===== config.mk =====
export PLATFORM = sky130hd
export DESIGN_NAME = dsp_mult_arbiter
export DESIGN_NICKNAME = d
export VERILOG_FILES = /design/src/rtl/dsp_pkg.sv /design/src/rtl/mult_pipe.sv /design/src/rtl/dsp_mult_arbiter.sv
export SDC_FILE = /design/constraint.sdc
export NUM_CORES = 1
export LEC_CHECK = 0
export ABC_AREA = 1
export BUFFER_PORTS_ARGS = -buffer_cell sky130_fd_sc_hd__buf_4
export CORE_MARGIN = 5
export CORE_UTILIZATION = 25
export CTS_CLUSTER_SIZE = 25
export DETAILED_ROUTE_END_ITERATION = 8
export PLACE_DENSITY = 0.46
export SKIP_CTS_REPAIR_TIMING = 1
export SLEW_MARGIN = 10
export SYNTH_ARGS = -nofsm -noshare
export SYNTH_HDL_FRONTEND = slang
export SYNTH_SLANG_ARGS = --single-unit

===== constraint.sdc =====
create_clock -name clk -period 11.1 [get_ports clk]
set_clock_uncertainty 0.15 [all_clocks]
set_input_delay 1.11 -clock clk [delete_from_list [all_inputs] [get_ports clk]]
set_output_delay 1.11 -clock clk [all_outputs]
set_load 0.03 [all_outputs]

===== src/rtl/dsp_pkg.sv =====
`default_nettype none
// ============================================================================
//  Module      : dsp_pkg
//  Description : Shared types, constants and helpers for the DSP multiply
//                path: the multiply request bundle, default operand width
//                and multiplier latency, and the round-robin picker used by
//                dsp_mult_arbiter.
//  Revision    : 1.0  initial release
// ============================================================================
package dsp_pkg;

    localparam int unsigned DSP_OPERAND_BITS     = 18;
    localparam int unsigned DSP_MULT_LATENCY     = 3;
    localparam int unsigned DSP_REQ_ID_BITS      = 1;

    // Upper bound on requesters the picker can handle; callers zero-extend
    // their request vector to this width and truncate the result.
    localparam int unsigned DSP_MAX_REQ          = 16;
    localparam int unsigned DSP_MAX_REQ_IDX_BITS = 4;

    typedef struct packed {
        logic                               valid;
        logic [DSP_REQ_ID_BITS-1:0]         id;
        logic signed [DSP_OPERAND_BITS-1:0] a;
        logic signed [DSP_OPERAND_BITS-1:0] b;
    } mult_req_t;

    // One-hot pick of the first set bit of req[n-1:0], searching upward from
    // ptr and wrapping at n. Returns zero when nothing is requested.
    function automatic logic [DSP_MAX_REQ-1:0] rr_pick(
        input logic [DSP_MAX_REQ-1:0] req,
        input int unsigned            ptr,
        input int unsigned            n
    );
        logic [DSP_MAX_REQ-1:0] pick;
        logic                   found;
        int unsigned            idx;
        pick  = '0;
        found = 1'b0;
        for (int unsigned i = 0; i < DSP_MAX_REQ; i++) begin
            idx = ptr + i;
            if (idx >= n) begin
                idx = idx - n;
            end
            if (!found && (i < n) && req[idx[DSP_MAX_REQ_IDX_BITS-1:0]]) begin
                pick[idx[DSP_MAX_REQ_IDX_BITS-1:0]] = 1'b1;
                found = 1'b1;
            end
        end
        return pick;
    endfunction

endpackage
`default_nettype wire


===== src/rtl/mult_pipe.sv =====
`default_nettype none
// ============================================================================
//  Module      : mult_pipe
//  Description : Full-precision signed multiplier with an id/valid sideband
//                shift register of equal depth. The first stage is the issue
//                register; a result appears MULT_LATENCY cycles after
//                in_valid. The product output holds its last value between
//                results.
//  Ports       : clk, rst            clock, synchronous active-high reset
//                in_valid/in_id      issue strobe and requester id
//                in_a, in_b          signed operands
//                product             registered signed product
//                out_valid/out_id    result strobe and its requester id
//                busy                any operation in flight
//  Revision    : 1.0  initial release
// ============================================================================
module mult_pipe
    import dsp_pkg::*;
#(
    parameter int unsigned OPERAND_BITS = DSP_OPERAND_BITS,
    parameter int unsigned MULT_LATENCY = DSP_MULT_LATENCY,
    parameter int unsigned ID_BITS      = DSP_REQ_ID_BITS
) (
    input  logic                           clk,
    input  logic                           rst,
    input  logic                           in_valid,
    input  logic [ID_BITS-1:0]             in_id,
    input  logic signed [OPERAND_BITS-1:0] in_a,
    input  logic signed [OPERAND_BITS-1:0] in_b,
    output logic signed [2*OPERAND_BITS-1:0] product,
    output logic                           out_valid,
    output logic [ID_BITS-1:0]             out_id,
    output logic                           busy
);

    localparam int unsigned PW = 2 * OPERAND_BITS;

    logic [MULT_LATENCY-1:0]              r_vld;
    logic [MULT_LATENCY-1:0][ID_BITS-1:0] r_id;
    logic signed [PW-1:0]                 r_product;

    // Sideband: valid is reset so a mid-flight reset drops every pending
    // result; ids need no reset because they are qualified by valid.
    always_ff @(posedge clk) begin
        if (rst) begin
            r_vld <= '0;
        end else begin
            r_vld[0] <= in_valid;
            for (int unsigned k = 1; k < MULT_LATENCY; k++) begin
                r_vld[k] <= r_vld[k-1];
            end
        end
    end

    always_ff @(posedge clk) begin
        r_id[0] <= in_id;
        for (int unsigned k = 1; k < MULT_LATENCY; k++) begin
            r_id[k] <= r_id[k-1];
        end
    end

    generate
        if (MULT_LATENCY == 1) begin : g_lat1
            // Single stage: multiply straight from the issuing operands.
            always_ff @(posedge clk) begin
                if (rst) begin
                    r_product <= '0;
                end else if (in_valid) begin
                    r_product <= PW'(in_a) * PW'(in_b);
                end
            end
        end else begin : g_latn
            logic signed [OPERAND_BITS-1:0] r_a;
            logic signed [OPERAND_BITS-1:0] r_b;
            logic signed [PW-1:0]           w_last;

            // Issue register.
            always_ff @(posedge clk) begin
                if (in_valid) begin
                    r_a <= in_a;
                    r_b <= in_b;
                end
            end

            if (MULT_LATENCY == 2) begin : g_direct
                assign w_last = PW'(r_a) * PW'(r_b);
            end else begin : g_stages
                logic [MULT_LATENCY-3:0][PW-1:0] r_pipe;
                always_ff @(posedge clk) begin
                    r_pipe[0] <= PW'(r_a) * PW'(r_b);
                    for (int unsigned k = 1; k < MULT_LATENCY - 2; k++) begin
                        r_pipe[k] <= r_pipe[k-1];
                    end
                end
                assign w_last = $signed(r_pipe[MULT_LATENCY-3]);
            end

            // Output stage loads only for a live result, so the bus holds
            // the previous product between strobes.
            always_ff @(posedge clk) begin
                if (rst) begin
                    r_product <= '0;
                end else if (r_vld[MULT_LATENCY-2]) begin
                    r_product <= w_last;
                end
            end
        end
    endgenerate

    assign product   = r_product;
    assign out_valid = r_vld[MULT_LATENCY-1];
    assign out_id    = r_id[MULT_LATENCY-1];
    assign busy      = |r_vld;

endmodule
`default_nettype wire


===== src/rtl/dsp_mult_arbiter.sv =====
`default_nettype none
// ============================================================================
//  Module      : dsp_mult_arbiter
//  Description : Shares one pipelined signed multiplier between DSP
//                requesters. Round-robin arbitration with an optional bounded
//                burst lock; products return in issue order with a one-hot
//                owner strobe.
//  Ports       : clk, rst       DSP clock, synchronous active-high reset
//                req, lock      per-requester request / keep-grant request
//                op_a, op_b     per-requester signed operands
//                grant          one-hot grant, combinational
//                product        shared signed product bus
//                product_valid  one-hot owner strobe for product
//                busy           products in flight
//  Revision    : 1.0  initial release
// ============================================================================
module dsp_mult_arbiter
    import dsp_pkg::*;
#(
    parameter int unsigned NUM_REQ      = 2,
    parameter int unsigned REQ_ID_BITS  = 1,
    parameter int unsigned OPERAND_BITS = DSP_OPERAND_BITS,
    parameter int unsigned PRODUCT_BITS = 2 * OPERAND_BITS,
    parameter int unsigned MULT_LATENCY = DSP_MULT_LATENCY,
    parameter int unsigned MAX_BURST    = 64,
    parameter int unsigned BURST_BITS   = 7
) (
    input  logic                                  clk,
    input  logic                                  rst,
    input  logic [NUM_REQ-1:0]                    req,
    input  logic [NUM_REQ-1:0]                    lock,
    input  logic [NUM_REQ-1:0][OPERAND_BITS-1:0]  op_a,
    input  logic [NUM_REQ-1:0][OPERAND_BITS-1:0]  op_b,
    output logic [NUM_REQ-1:0]                    grant,
    output logic [PRODUCT_BITS-1:0]               product,
    output logic [NUM_REQ-1:0]                    product_valid,
    output logic                                  busy
);

    typedef enum logic [0:0] {
        UNLOCKED = 1'b0,
        LOCKED   = 1'b1
    } arb_state_t;

    arb_state_t               r_state;
    arb_state_t               w_state_nxt;
    logic [REQ_ID_BITS-1:0]   r_owner;
    logic [REQ_ID_BITS-1:0]   w_owner_nxt;
    logic [REQ_ID_BITS-1:0]   r_rr_ptr;
    logic [REQ_ID_BITS-1:0]   w_rr_ptr_nxt;
    logic [BURST_BITS-1:0]    r_burst_cnt;
    logic [BURST_BITS-1:0]    w_burst_cnt_nxt;
    logic [BURST_BITS-1:0]    w_cnt_inc;

    logic [DSP_MAX_REQ-1:0]   w_req_ext;
    logic [NUM_REQ-1:0]       w_grant;
    logic [REQ_ID_BITS-1:0]   w_gidx;
    logic [REQ_ID_BITS-1:0]   w_ptr_after;
    logic                     w_any_grant;

    logic signed [OPERAND_BITS-1:0]   w_sel_a;
    logic signed [OPERAND_BITS-1:0]   w_sel_b;
    logic signed [2*OPERAND_BITS-1:0] w_product;
    logic                             w_out_valid;
    logic [REQ_ID_BITS-1:0]           w_out_id;

    // ------------------------------------------------------------------
    // Arbitration and lock next-state
    // ------------------------------------------------------------------
    always_comb begin
        w_state_nxt     = r_state;
        w_owner_nxt     = r_owner;
        w_rr_ptr_nxt    = r_rr_ptr;
        w_burst_cnt_nxt = r_burst_cnt;

        w_req_ext                = '0;
        w_req_ext[NUM_REQ-1:0]   = req;

        w_grant = '0;
        if (!rst) begin
            if (r_state == LOCKED) begin
                // Only the owner may be granted; everyone else waits.
                w_grant[r_owner] = req[r_owner];
            end else begin
                w_grant = NUM_REQ'(rr_pick(w_req_ext, 32'(r_rr_ptr), NUM_REQ));
            end
        end

        w_gidx = '0;
        for (int unsigned i = 0; i < NUM_REQ; i++) begin
            if (w_grant[i]) begin
                w_gidx = REQ_ID_BITS'(i);
            end
        end
        w_any_grant = |w_grant;
        w_ptr_after = (w_gidx == REQ_ID_BITS'(NUM_REQ - 1)) ? '0
                                                            : w_gidx + REQ_ID_BITS'(1);
        // While unlocked the counter is zero, so this is also the count for
        // the grant that opens a burst.
        w_cnt_inc   = r_burst_cnt + BURST_BITS'(1);

        if (w_any_grant) begin
            // Pointer always follows the latest grant, so a released burst
            // resumes round-robin from owner+1.
            w_rr_ptr_nxt = w_ptr_after;
            if (lock[w_gidx] && (w_cnt_inc != BURST_BITS'(MAX_BURST))) begin
                w_state_nxt     = LOCKED;
                w_owner_nxt     = w_gidx;
                w_burst_cnt_nxt = w_cnt_inc;
            end else begin
                w_state_nxt     = UNLOCKED;
                w_burst_cnt_nxt = '0;
            end
        end else if (r_state == LOCKED) begin
            // Owner went idle: drop the lock.
            w_state_nxt     = UNLOCKED;
            w_burst_cnt_nxt = '0;
        end
    end

    always_ff @(posedge clk) begin
        if (rst) begin
            r_state     <= UNLOCKED;
            r_owner     <= '0;
            r_rr_ptr    <= '0;
            r_burst_cnt <= '0;
        end else begin
            r_state     <= w_state_nxt;
            r_owner     <= w_owner_nxt;
            r_rr_ptr    <= w_rr_ptr_nxt;
            r_burst_cnt <= w_burst_cnt_nxt;
        end
    end

    assign grant = w_grant;

    // ------------------------------------------------------------------
    // Datapath
    // ------------------------------------------------------------------
    assign w_sel_a = $signed(op_a[w_gidx]);
    assign w_sel_b = $signed(op_b[w_gidx]);

    mult_pipe #(
        .OPERAND_BITS (OPERAND_BITS),
        .MULT_LATENCY (MULT_LATENCY),
        .ID_BITS      (REQ_ID_BITS)
    ) u_mult_pipe (
        .clk       (clk),
        .rst       (rst),
        .in_valid  (w_any_grant),
        .in_id     (w_gidx),
        .in_a      (w_sel_a),
        .in_b      (w_sel_b),
        .product   (w_product),
        .out_valid (w_out_valid),
        .out_id    (w_out_id),
        .busy      (busy)
    );

    assign product = w_product;

    always_comb begin
        product_valid = '0;
        if (w_out_valid) begin
            product_valid[w_out_id] = 1'b1;
        end
    end

endmodule
`default_nettype wire


==> run_summary.xml <==
<?xml version="1.0" encoding="UTF-8"?>
<metrics>
  <group name="final_layout">
    <metric name="finalNetCount" unit="">2755</metric>
    <metric name="area.sequential" unit="um2">2840</metric>
    <metric name="syn2layout_area_growth" unit="%">13.4</metric>
    <metric name="antenna_cells_inserted" unit="">0</metric>
    <metric name="fill_cells" unit="">7451</metric>
    <metric name="final_layout_size_suffix_gt1_share" unit="%">8.34</metric>
    <metric name="multiInputGateArea" unit="um2">11800</metric>
    <metric name="final_util" unit="%">28.7</metric>
    <metric name="stdcell_count" unit="">3198</metric>
    <metric name="postLayoutCellArea" unit="um2">19700</metric>
  </group>
  <group name="critical_path">
    <metric name="crit_path_largest_cell_delay" unit="ns">0.83</metric>
    <metric name="worstSetupPathDepth" unit="">18</metric>
    <metric name="timing.critical_path.from_type" unit="">flip-flop</metric>
    <metric name="worst_setup_path_end_kind" unit="">flip-flop</metric>
    <metric name="crit_path_cell_trace" unit="">nand2_1 -&gt; fa_1 -&gt; inv_1 -&gt; fa_1 -&gt; inv_1 -&gt; fa_1 -&gt; inv_1 -&gt; fa_1 -&gt; fa_1 -&gt; fa_1 -&gt; ha_1 -&gt; nand2_1 -&gt; nor2_1 -&gt; nand2_1 -&gt; nor2_1 -&gt; nand2_1 -&gt; nand3_1 -&gt; nand2_1</metric>
    <metric name="critical_path_arrival" unit="ns">6.63</metric>
    <metric name="reg2regPathDepth" unit="">18</metric>
    <metric name="critical_path_peak_fanout" unit="">18</metric>
    <metric name="timing.critical_path.max_delay_family" unit="">adder cells</metric>
    <metric name="worstPathRequired" unit="ns">11.30</metric>
    <metric name="cpMostUsedCell" unit="">fa_1</metric>
    <metric name="cpMaxStageDelayCell" unit="">edfxtp_1</metric>
    <metric name="path_buf_inv" unit="">3</metric>
    <metric name="timing_worst_setup_path_type" unit="">flip-flop to flip-flop</metric>
  </group>
  <group name="run_status">
    <metric name="status" unit="">finished clean</metric>
  </group>
  <group name="yosys">
    <metric name="ys_top_cells_by_count" unit="">620 x inv_1, 596 x nand2_1, 329 x fa_1, 136 x nor2_1, 94 x ha_1</metric>
    <metric name="synthesis.area_per_instance" unit="um2">7.87</metric>
    <metric name="yosysSeqAreaShare" unit="%">16.4</metric>
    <metric name="synth_compound_gate_area_share" unit="%">3.05</metric>
    <metric name="async_flop_share" unit="%">0</metric>
    <metric name="synth_edf_count" unit="">36</metric>
    <metric name="number_of_cells_produced_by_synthesis" unit="">2205</metric>
    <metric name="xor_xnor_share_of_the_synthesized_area" unit="%">0.959</metric>
    <metric name="share_of_synthesized_cell_area_in_full_adder_half_adder_and_majority_cells" unit="%">44.7</metric>
    <metric name="syn-cell-area" unit="um2">17400</metric>
    <metric name="synth_top_area_share" unit="%">37.9</metric>
    <metric name="yosys-top-cells-area" unit="">fa_1 38%, inv_1 13%, nand2_1 13%, dfxtp_1 10%, ha_1 6.8%</metric>
    <metric name="synth_seq_cells" unit="">124</metric>
    <metric name="yosys.area.top_type" unit="">fa_1</metric>
    <metric name="synth_fp_nets" unit="">2706</metric>
    <metric name="yosysMostFrequentCell" unit="">inv_1</metric>
    <metric name="synth.mux.area_fraction" unit="%">0</metric>
    <metric name="yosysWarnings" unit="">0</metric>
    <metric name="post_synth_and_or_nand_nor_area_fraction" unit="%">19.0</metric>
    <metric name="synth_top_family_by_area" unit="">adder cells</metric>
    <metric name="ys_types" unit="">46</metric>
    <metric name="dominantRegCellSynth" unit="">dfxtp_1</metric>
  </group>
  <group name="timing">
    <metric name="maxSlewHeadroom" unit="%">37.1</metric>
    <metric name="report.final.hold_viol_count" unit="">0</metric>
    <metric name="min_period" unit="ns">6.44</metric>
    <metric name="grt_setup_unrepaired" unit="">no</metric>
    <metric name="finalCritPeriodShare" unit="%">58.0</metric>
    <metric name="fmax" unit="MHz">155</metric>
    <metric name="tightest_slew" unit="ns">0.944</metric>
    <metric name="setup_total_negative_slack" unit="ns">0</metric>
    <metric name="finalSetupViolations" unit="">0</metric>
    <metric name="maxSlewViolCount" unit="">0</metric>
  </group>
  <group name="clock_tree">
    <metric name="ctsHtreeMaxLevel" unit="">4</metric>
    <metric name="clock_tree_from_tritoncts" unit="">done</metric>
    <metric name="cts_root_buf" unit="">clkbuf_16</metric>
    <metric name="cts.sink_count" unit="">124</metric>
    <metric name="insertion_delay" unit="ns">0.45</metric>
    <metric name="post_cts_clock_slew_at_the_launch_and_capture_registers_of_the_worst_setup_and_hold_paths" unit="ns">0.07</metric>
    <metric name="cts_inserted_buffers" unit="">17</metric>
    <metric name="clock_path_buffers" unit="">2</metric>
  </group>
  <group name="detailed_routing">
    <metric name="routed_via_density" unit="">4.12</metric>
    <metric name="vias" unit="">13200</metric>
    <metric name="routedWlPerCell" unit="um">14.7</metric>
    <metric name="drc" unit="">0</metric>
    <metric name="antenna_left" unit="">0</metric>
    <metric name="detail_route.wirelength" unit="um">47100</metric>
    <metric name="drtPass1Iterations" unit="">5</metric>
    <metric name="drt_iter0_markers" unit="">604</metric>
  </group>
  <group name="die">
    <metric name="die_w" unit="um">274</metric>
    <metric name="fp.coreArea" unit="um2">68700</metric>
    <metric name="die-height" unit="um">274</metric>
    <metric name="io_pins" unit="">119</metric>
    <metric name="row_count" unit="">96</metric>
    <metric name="fp.dieArea" unit="um2">74800</metric>
    <metric name="initial_core_util" unit="%">25.3</metric>
  </group>
  <group name="place">
    <metric name="place.gp.congestion" unit="">0.822</metric>
    <metric name="dp_cells" unit="">3166</metric>
    <metric name="port-buffer-count" unit="">118</metric>
    <metric name="hpwl" unit="um">38700</metric>
    <metric name="postPlaceCellArea" unit="um2">19100</metric>
  </group>
  <group name="grt">
    <metric name="gr-total-overflow" unit="">0</metric>
    <metric name="globalRouteTotalUtil" unit="%">13.3</metric>
    <metric name="grt_pass1_wl" unit="um">78600</metric>
    <metric name="grt_start_max_net_pins" unit="">43</metric>
    <metric name="grt_pass1_vias" unit="">14900</metric>
    <metric name="grt_antenna_before_repair" unit="">0</metric>
  </group>
  <group name="hold_path">
    <metric name="holdPathStages" unit="">0</metric>
    <metric name="timing.hold.worst.class" unit="">flip-flop to flip-flop</metric>
  </group>
  <group name="job">
    <metric name="drv_cap" unit="">0</metric>
  </group>
</metrics>
-- metal layers --
layer / vias up / GRT usage, % / routed length [um]
li1: 6346 / - / -
met1: 6601 / 15.0 / 18700
met2: 174 / 25.7 / 25900
met3: 63 / 1.51 / 1130
met4: 0 / 4.39 / 1390
met5: - / 0 / 0
-- cell usage in the layout, fill, tap and decap left out, types with 3 or more instances in the layout --
cell,n
nor4_1,3
ha_1,94
nand3b_1,5
o21ai_0,48
dfxtp_1,88
fa_1,329
buf_4,123
clkbuf_16,18
inv_2,7
inv_6,7
nand3_1,36
inv_8,3
nand2_2,6
nand4_1,10
nor3_1,3
inv_1,620
xnor2_1,3
xor2_1,16
o21bai_1,4
nor2_1,136
o21ai_1,5
edfxtp_1,36
nand2_1,596
a21oi_1,39
or2_2,3
nor3_2,4
-- metrics by stage --
stage	hold WS, ns	worst slack (ns)
4_1_cts	0.182	4.58
6_report	0.179	4.66
3_5_place_dp	0.165	4.62
5_1_grt	0.186	4.18
3_3_place_gp	0.162	4.65
2_1_floorplan	0.160	5.35
-- sequential cells by signal, indices dropped and copies added, names as in the netlist --
name,flops
u_mult_pipe.product,36
u_mult_pipe.g_latn.g_stages.r_pipe,36
r_rr_ptr,1
u_mult_pipe.r_vld,3
r_owner,1
u_mult_pipe.g_latn.r_a,18
u_mult_pipe.out_id,1
r_burst_cnt,7
u_mult_pipe.g_latn.r_b,18
u_mult_pipe.r_id,2
r_state,1
-- layout make-up --
class / count / area share, %
timing repair buffer: 123 / 4.69
multi-input combinational: 1357 / 59.7
clock buffer: 19 / 2.36
clock inverter: 13 / 0.833
tap: 931 / 5.92
inverter: 631 / 12.1
sequential: 124 / 14.4
-- path summary, 6_finish.rpt --
kind / startpoint / to / slack, ns
min: u_mult_pipe.r_id[1] / u_mult_pipe.out_id / 0.18
min reg2reg: u_mult_pipe.r_id[1] / u_mult_pipe.out_id / 0.18
max: u_mult_pipe.g_latn.r_b[3] / u_mult_pipe.g_latn.g_stages.r_pipe[34] / 4.66
max reg2reg: u_mult_pipe.g_latn.r_b[3] / u_mult_pipe.g_latn.g_stages.r_pipe[34] / 4.66
-- worst reg2reg max path, delay by kind of cell (launching register included) --
| kind | cells | cell delay [ns] |
|---|---|---|
| buffers and inverters | 3 | 0.37 |
| AND/OR/NAND/NOR | 8 | 1.22 |
| flip-flops | 1 | 0.83 |
| adder cells (fa/ha/maj) | 7 | 3.76 |
-- cell families after synthesis --
| group | count (synthesis) |
|---|---|
| buf+inv | 724 |
| simple gates | 814 |
| xor+xnor | 19 |
| flops | 124 |
| fa+ha+maj | 423 |
| compound gates | 101 |
Power is not shown: default switching activity piles up to over one toggle a cycle in this logic, so the estimate is an artifact.
